$ cat src/rtl/cpu_pkg.sv
`default_nettype none
// ============================================================================
// Module   : cpu_pkg
// Brief    : Shared types and helpers for the 5-stage MIPS core controllers.
// Revision : 1.0
// ============================================================================
package cpu_pkg;

    localparam logic [4:0] REG_ZERO = 5'd0;

    typedef enum logic [1:0] {
        RUN   = 2'd0,
        DRAIN = 2'd1,
        HALT  = 2'd2
    } ctrl_state_e;

    typedef struct packed {
        logic       regwrite;
        logic       memread;
        logic       memwrite;
        logic       memtoreg;
        logic       alusrc;
        logic       regdst;
        logic       branch;
        logic       jump;
        logic       jr;
        logic       finish;
        logic       uses_rt;
        logic [3:0] aluop;
    } dec_ctrl_t;

    // $zero is hardwired, so it can never carry a dependency.
    function automatic logic reg_match(input logic [4:0] src, input logic [4:0] dst);
        return (src != REG_ZERO) && (src == dst);
    endfunction

endpackage
`default_nettype wire

$ cat src/rtl/pipe_ctrl_if.sv
`default_nettype none
// ============================================================================
// Module   : pipe_ctrl_if
// Brief    : ID/EX/MEM hazard inputs and pipeline control outputs.
// Revision : 1.0
// ============================================================================
interface pipe_ctrl_if;
    logic [4:0] id_rs;
    logic [4:0] id_rt;
    logic       id_uses_rt;
    logic       id_branch;
    logic       id_jump;
    logic       id_jr;
    logic       id_finish;
    logic       id_branch_taken;
    logic       ex_memread;
    logic       ex_regwrite;
    logic [4:0] ex_wreg;
    logic       mem_memread;
    logic [4:0] mem_wreg;
    logic       pc_we;
    logic       ifid_we;
    logic       ifid_flush;
    logic       idex_bubble;
    logic       halted;

    modport master (
        output id_rs, id_rt, id_uses_rt, id_branch, id_jump, id_jr, id_finish,
               id_branch_taken, ex_memread, ex_regwrite, ex_wreg, mem_memread, mem_wreg,
        input  pc_we, ifid_we, ifid_flush, idex_bubble, halted
    );

    modport slave (
        input  id_rs, id_rt, id_uses_rt, id_branch, id_jump, id_jr, id_finish,
               id_branch_taken, ex_memread, ex_regwrite, ex_wreg, mem_memread, mem_wreg,
        output pc_we, ifid_we, ifid_flush, idex_bubble, halted
    );
endinterface
`default_nettype wire

$ cat src/rtl/pipe_hazard_detect.sv
`default_nettype none
// ============================================================================
// Module   : pipe_hazard_detect
// Brief    : Combinational load-use and branch-operand hazard detection.
// Revision : 1.0
// ============================================================================
module pipe_hazard_detect
    import cpu_pkg::*;
(
    input  wire logic [4:0] id_rs,
    input  wire logic [4:0] id_rt,
    input  wire logic       id_uses_rt,
    input  wire logic       id_branch,
    input  wire logic       id_jr,
    input  wire logic       ex_memread,
    input  wire logic       ex_regwrite,
    input  wire logic [4:0] ex_wreg,
    input  wire logic       mem_memread,
    input  wire logic [4:0] mem_wreg,
    output logic            load_use,
    output logic            br_dep,
    output logic            stall
);

    logic w_ex_hit;
    logic w_mem_hit;

    assign w_ex_hit  = reg_match(id_rs, ex_wreg)  || (id_uses_rt && reg_match(id_rt, ex_wreg));
    assign w_mem_hit = reg_match(id_rs, mem_wreg) || (id_uses_rt && reg_match(id_rt, mem_wreg));

    // Branches resolve in ID, so they also wait on ALU results in EX and loads in MEM.
    assign load_use = ex_memread && w_ex_hit;
    assign br_dep   = (id_branch || id_jr) &&
                      ((ex_regwrite && w_ex_hit) || (mem_memread && w_mem_hit));
    assign stall    = load_use || br_dep;

endmodule
`default_nettype wire

$ cat src/rtl/pipe_ctrl.sv
`default_nettype none
// ============================================================================
// Module   : pipe_ctrl
// Brief    : Pipeline sequencing controller: stalls, flushes, syscall drain/halt.
// Revision : 1.0
// ============================================================================
module pipe_ctrl
    import cpu_pkg::*;
#(
    parameter int DRAIN_CYCLES = 3,
    parameter int CNT_W        = 32
) (
    input  wire logic             clk,
    input  wire logic             rst,
    pipe_ctrl_if.slave            bus,
    output logic [CNT_W-1:0]      cycle_cnt,
    output logic [CNT_W-1:0]      stall_cnt,
    output logic [CNT_W-1:0]      flush_cnt
);

    localparam int c_DRAIN_W = (DRAIN_CYCLES > 1) ? $clog2(DRAIN_CYCLES) : 1;

    ctrl_state_e          r_state;
    logic [c_DRAIN_W-1:0] r_drain;
    logic                 r_halted;
    logic [CNT_W-1:0]     r_cycle_cnt;
    logic [CNT_W-1:0]     r_stall_cnt;
    logic [CNT_W-1:0]     r_flush_cnt;

    logic w_load_use;
    logic w_br_dep;
    logic w_stall;
    logic w_redirect;
    logic w_stall_run;
    logic w_finish_run;
    logic w_redirect_run;
    logic w_pc_we;
    logic w_ifid_we;
    logic w_flush;
    logic w_bubble;
    logic unused_hz;

    pipe_hazard_detect u_hazard (
        .id_rs       (bus.id_rs),
        .id_rt       (bus.id_rt),
        .id_uses_rt  (bus.id_uses_rt),
        .id_branch   (bus.id_branch),
        .id_jr       (bus.id_jr),
        .ex_memread  (bus.ex_memread),
        .ex_regwrite (bus.ex_regwrite),
        .ex_wreg     (bus.ex_wreg),
        .mem_memread (bus.mem_memread),
        .mem_wreg    (bus.mem_wreg),
        .load_use    (w_load_use),
        .br_dep      (w_br_dep),
        .stall       (w_stall)
    );

    assign unused_hz  = w_load_use ^ w_br_dep;
    assign w_redirect = bus.id_jump || bus.id_jr || (bus.id_branch && bus.id_branch_taken);

    // Reset, DRAIN and HALT all freeze fetch and feed NOPs into both latches.
    always_comb begin
        w_pc_we        = 1'b0;
        w_ifid_we      = 1'b0;
        w_flush        = 1'b1;
        w_bubble       = 1'b1;
        w_stall_run    = 1'b0;
        w_finish_run   = 1'b0;
        w_redirect_run = 1'b0;
        if (!rst && r_state == RUN) begin
            if (w_stall) begin
                w_stall_run = 1'b1;
                w_flush     = 1'b0;
            end else if (bus.id_finish) begin
                w_finish_run = 1'b1;
            end else if (w_redirect) begin
                w_redirect_run = 1'b1;
                w_pc_we        = 1'b1;
                w_ifid_we      = 1'b1;
                w_bubble       = 1'b0;
            end else begin
                w_pc_we   = 1'b1;
                w_ifid_we = 1'b1;
                w_flush   = 1'b0;
                w_bubble  = 1'b0;
            end
        end
    end

    always_ff @(posedge clk) begin
        if (rst) begin
            r_state     <= RUN;
            r_drain     <= '0;
            r_halted    <= 1'b0;
            r_cycle_cnt <= '0;
            r_stall_cnt <= '0;
            r_flush_cnt <= '0;
        end else begin
            case (r_state)
                RUN: begin
                    if (w_finish_run) begin
                        r_state <= DRAIN;
                        r_drain <= c_DRAIN_W'(DRAIN_CYCLES - 1);
                    end
                end
                DRAIN: begin
                    if (r_drain == '0) begin
                        r_state  <= HALT;
                        r_halted <= 1'b1;
                    end else begin
                        r_drain <= r_drain - c_DRAIN_W'(1);
                    end
                end
                HALT: begin
                end
                default: r_state <= RUN;
            endcase

            if (r_state != HALT && r_cycle_cnt != '1)
                r_cycle_cnt <= r_cycle_cnt + CNT_W'(1);
            if (w_stall_run && r_stall_cnt != '1)
                r_stall_cnt <= r_stall_cnt + CNT_W'(1);
            if (w_redirect_run && r_flush_cnt != '1)
                r_flush_cnt <= r_flush_cnt + CNT_W'(1);
        end
    end

    assign bus.pc_we       = w_pc_we;
    assign bus.ifid_we     = w_ifid_we;
    assign bus.ifid_flush  = w_flush;
    assign bus.idex_bubble = w_bubble;
    assign bus.halted      = r_halted;
    assign cycle_cnt       = r_cycle_cnt;
    assign stall_cnt       = r_stall_cnt;
    assign flush_cnt       = r_flush_cnt;

endmodule
`default_nettype wire

$ cat src/flat_wrapper.sv
// flat-port wrapper written by rule: the top's interface ports become plain ports
module pipe_ctrl_flat import cpu_pkg::*;
#(
    parameter int DRAIN_CYCLES = 3,
    parameter int CNT_W        = 32
)
  (clk, rst, cycle_cnt, stall_cnt, flush_cnt, bus_id_rs, bus_id_rt, bus_id_uses_rt, bus_id_branch, bus_id_jump, bus_id_jr, bus_id_finish, bus_id_branch_taken, bus_ex_memread, bus_ex_regwrite, bus_ex_wreg, bus_mem_memread, bus_mem_wreg, bus_pc_we, bus_ifid_we, bus_ifid_flush, bus_idex_bubble, bus_halted);
  pipe_ctrl_if bus_i ();
  input  wire logic clk;
  input  wire logic rst;
  output logic [CNT_W-1:0] cycle_cnt;
  output logic [CNT_W-1:0] stall_cnt;
  output logic [CNT_W-1:0] flush_cnt;
  input wire logic [$bits(bus_i.id_rs)-1:0] bus_id_rs;
  input wire logic [$bits(bus_i.id_rt)-1:0] bus_id_rt;
  input wire logic [$bits(bus_i.id_uses_rt)-1:0] bus_id_uses_rt;
  input wire logic [$bits(bus_i.id_branch)-1:0] bus_id_branch;
  input wire logic [$bits(bus_i.id_jump)-1:0] bus_id_jump;
  input wire logic [$bits(bus_i.id_jr)-1:0] bus_id_jr;
  input wire logic [$bits(bus_i.id_finish)-1:0] bus_id_finish;
  input wire logic [$bits(bus_i.id_branch_taken)-1:0] bus_id_branch_taken;
  input wire logic [$bits(bus_i.ex_memread)-1:0] bus_ex_memread;
  input wire logic [$bits(bus_i.ex_regwrite)-1:0] bus_ex_regwrite;
  input wire logic [$bits(bus_i.ex_wreg)-1:0] bus_ex_wreg;
  input wire logic [$bits(bus_i.mem_memread)-1:0] bus_mem_memread;
  input wire logic [$bits(bus_i.mem_wreg)-1:0] bus_mem_wreg;
  output wire logic [$bits(bus_i.pc_we)-1:0] bus_pc_we;
  output wire logic [$bits(bus_i.ifid_we)-1:0] bus_ifid_we;
  output wire logic [$bits(bus_i.ifid_flush)-1:0] bus_ifid_flush;
  output wire logic [$bits(bus_i.idex_bubble)-1:0] bus_idex_bubble;
  output wire logic [$bits(bus_i.halted)-1:0] bus_halted;
  assign bus_i.id_rs = bus_id_rs;
  assign bus_i.id_rt = bus_id_rt;
  assign bus_i.id_uses_rt = bus_id_uses_rt;
  assign bus_i.id_branch = bus_id_branch;
  assign bus_i.id_jump = bus_id_jump;
  assign bus_i.id_jr = bus_id_jr;
  assign bus_i.id_finish = bus_id_finish;
  assign bus_i.id_branch_taken = bus_id_branch_taken;
  assign bus_i.ex_memread = bus_ex_memread;
  assign bus_i.ex_regwrite = bus_ex_regwrite;
  assign bus_i.ex_wreg = bus_ex_wreg;
  assign bus_i.mem_memread = bus_mem_memread;
  assign bus_i.mem_wreg = bus_mem_wreg;
  assign bus_pc_we = bus_i.pc_we;
  assign bus_ifid_we = bus_i.ifid_we;
  assign bus_ifid_flush = bus_i.ifid_flush;
  assign bus_idex_bubble = bus_i.idex_bubble;
  assign bus_halted = bus_i.halted;
  pipe_ctrl #(.DRAIN_CYCLES(DRAIN_CYCLES), .CNT_W(CNT_W)) u_core (.clk(clk), .rst(rst), .bus(bus_i), .cycle_cnt(cycle_cnt), .stall_cnt(stall_cnt), .flush_cnt(flush_cnt));
endmodule
$ cat config.mk
export PLATFORM = sky130hd
export DESIGN_NAME = pipe_ctrl_flat
export DESIGN_NICKNAME = d
export VERILOG_FILES = /design/src/rtl/cpu_pkg.sv /design/src/rtl/pipe_ctrl_if.sv /design/src/rtl/pipe_hazard_detect.sv /design/src/rtl/pipe_ctrl.sv /design/src/flat_wrapper.sv
export SDC_FILE = /design/constraint.sdc
export NUM_CORES = 1
export LEC_CHECK = 0
export CORE_MARGIN = 5
export CORE_UTILIZATION = 40
export CTS_CLUSTER_SIZE = 12
export DETAILED_ROUTE_END_ITERATION = 10
export PLACE_DENSITY = 0.7
export SLEW_MARGIN = 20
export SYNTH_ARGS = -nofsm -noshare
export SYNTH_HDL_FRONTEND = slang
export SYNTH_SLANG_ARGS = --single-unit
$ cat constraint.sdc
create_clock -name clk -period 2.65 [get_ports clk]
set_input_delay 0.3975 -clock clk [delete_from_list [all_inputs] [get_ports clk]]
set_output_delay 0.3975 -clock clk [all_outputs]
set_load 0.1 [all_outputs]
==> metrics.yaml <==
outcome: "finished clean"
synthCells: 643
leakagePower_nw: 2.85
die_area_sq_um: 15600
drt_pre_antenna_iters: 4
startpoint_type: "primary input"
pre_cts_ws_ns: -0.356
cp.required_ns: 2.25
setup_ws_ns: 0.0357
nets: 846
hold_buffers: 0
cts.sinks: 101
wl_per_cell_um: 16.0
cap_violations: 0
portBuffers: 131
synth_cell_types: 54
fmax_mhz: 383
p_total_w: 0.00340
cts_buffers: 9
grt_pass1_vias: 5259
routed_wl_um: 15800
critPathKind: "primary input to primary output"
die_w_um: 125
ys_seq_elements: 101
boundaryPins: 132
initial_core_util_pct: 40.4
ctsHtreeMaxLevel: 3
drive_gt1_share_pct: 30.9
placed_cell_area_sq_um: 6950
antenna_cells: 0
grt_max_degree: 67
worstSkewPairLatency_ns: 0.35
p_per_area_nw_per_um2: 454
ys_seq_area_share_pct: 38.3
worstMarginPinSlew_ns: 0.802
dp_cells: 966
grt_pass1_wl_um: 25800
final_antenna_net_count: 0
hold_violations: 0
synth_edf_count: 0
synthArstFlopShare_pct: 0
synth_area_per_cell_sq_um: 8.22
period_needed_ns: 2.61
antenna_found_initial: 0
die_y_um: 125
clockBufferDepth: 2
crit_path_end_kind: "primary output"
grt_setup_unrepaired: "true"
grt_usage_pct: 19.3
drc: 0
finClkSkew_ns: 0.00845
vias: 5569
clk_pin_slew_ns: 0.07
synth_fp_nets: 678
overflow: 0
dp_hpwl_um: 11500
clockRootBuffer: "clkbuf_16"
utilization_pct: 57.2
rows: 42
ys.flop_type: "dfxtp_1"
synth_warnings: 0
finalCritPeriodShare_pct: 98.7
core_sq_um: 13100
ir_drop_mv: 0.410
first_iter_violations: 422
viasPerCell: 5.61
crit_fanout: 6
hold_class: "flop to flop"
tritoncts: "built"
syn_to_final_growth_pct: 41.7
slew-limit-headroom_pct: 46.4
setup_viol: 0
worst-endpoint-arrival_ns: 2.22
design_area_sq_um: 7490
syn_area_sq_um: 5290
layoutNonFillerInstCount: 992
place.gp.congestion: 0.872
nFillCells: 1197
slew_violations: 0
==> flip-flops by register name, indices dropped and copies added, names as in the netlist <==
register and cells:
u_core.r_state 2, u_core.r_drain 2, u_core.cycle_cnt 32, u_core.stall_cnt 32, u_core.flush_cnt 32, u_core.bus.halted 1
==> layout by cell type, fill, tap and decap left out, drive strengths merged, types with 20 or more instances in the layout <==
cell,instances
a21oi,48
buf,158
dfxtp,101
nand2,42
nand3,39
nand4,34
nor2,66
o21ai,28
or3,32
or4,20
xor2,32
==> worst paths after layout <==
check	depth (start not counted)	from	endpoint	slack (ns)
worst max-delay path	9	bus_ex_wreg[3]	bus_idex_bubble	0.04
worst min-delay path	2	u_core.bus.halted	u_core.bus.halted	0.47
worst max register to register	6	u_core.flush_cnt[13]	u_core.flush_cnt[30]	0.21
worst min register to register	2	u_core.bus.halted	u_core.bus.halted	0.47
==> synth_stat cells, types with 5 or more instances <==
cell / count / area, sq um
dfxtp_1: 101 / 2020
a21oi_1: 48 / 240
nand3_1: 39 / 195
inv_1: 9 / 33.8
nor2_1: 66 / 248
nor2b_1: 11 / 68.8
o21a_1: 6 / 45.0
o21ai_0: 24 / 120
nor3_1: 11 / 55.1
xor2_1: 32 / 280
and2_1: 7 / 43.8
mux2_1: 6 / 67.6
or3_1: 32 / 200
o31ai_1: 17 / 128
and4_1: 8 / 70.1
xnor2_1: 18 / 158
and3_1: 13 / 81.3
o41ai_1: 5 / 43.8
or4_1: 19 / 143
clkbuf_1: 25 / 93.8
nor4_1: 14 / 87.6
nand2_1: 42 / 158
nand4_1: 34 / 213
==> per-layer routing <==
layer,track usage (%),wire [um]
met5,0,0
met1,24.5,6800
met4,6.95,350
met2,33.3,7930
met3,3.07,747
==> critical path, cell delays in order <==
cell             delay, ns
clkdlybuf4s50_1       0.55
xor2_1                0.24
nor4_2                0.07
a31o_4                0.23
buf_4                 0.14
nor3_4                0.21
inv_2                 0.07
buf_6                 0.14
buf_12                0.16
==> power by group <==
group / total [W] / internal (W) / switching [W] / leakage, nW
combinational: 0.000431 / 0.000170 / 0.000261 / 1.87
clock: 0.00142 / 0.000832 / 0.000590 / 0.146
sequential: 0.00155 / 0.00153 / 0.0000161 / 0.832
==> cell type report <==
| type | instances | area, sq um | area share [%] |
|---|---|---|---|
| flip-flops and latches | 101 | 2060 | 27.6 |
| multi-input cells | 501 | 3260 | 43.5 |
| inverters | 10 | 37.5 | 0.501 |
| repair buffers | 188 | 1590 | 21.3 |
| clock buffers | 11 | 233 | 3.11 |
| well taps | 176 | 220 | 2.94 |
| clock inverters | 5 | 83.8 | 1.12 |
==> repair_timing <==
action | 4_1_cts | 5_1_grt
setup endpoints to repair | 4 | 38
buffers inserted | 3 | 5
resized for setup | 14 | 34
pin swaps | 6 | 15
gates cloned | 0 | 2
==> stage by stage <==
step           setup TNS (ns)  hold slack, ns
2_1_floorplan          -17.40           0.444
3_5_place_dp           -13.06           0.464
4_1_cts                     0           0.481
3_3_place_gp            -9.98           0.455
5_1_grt               -0.0134           0.519
6_report                    0           0.473
==> kinds of logic after synthesis <==
logic type	share of synthesized area, %
buf+inv	3.22
simple gates	32.1
xor+xnor	8.29
mux	2.49
flops	38.3
compound gates	14.7
fa+ha+maj	0.947
Note: power is estimated with default switching activity, not from simulation.
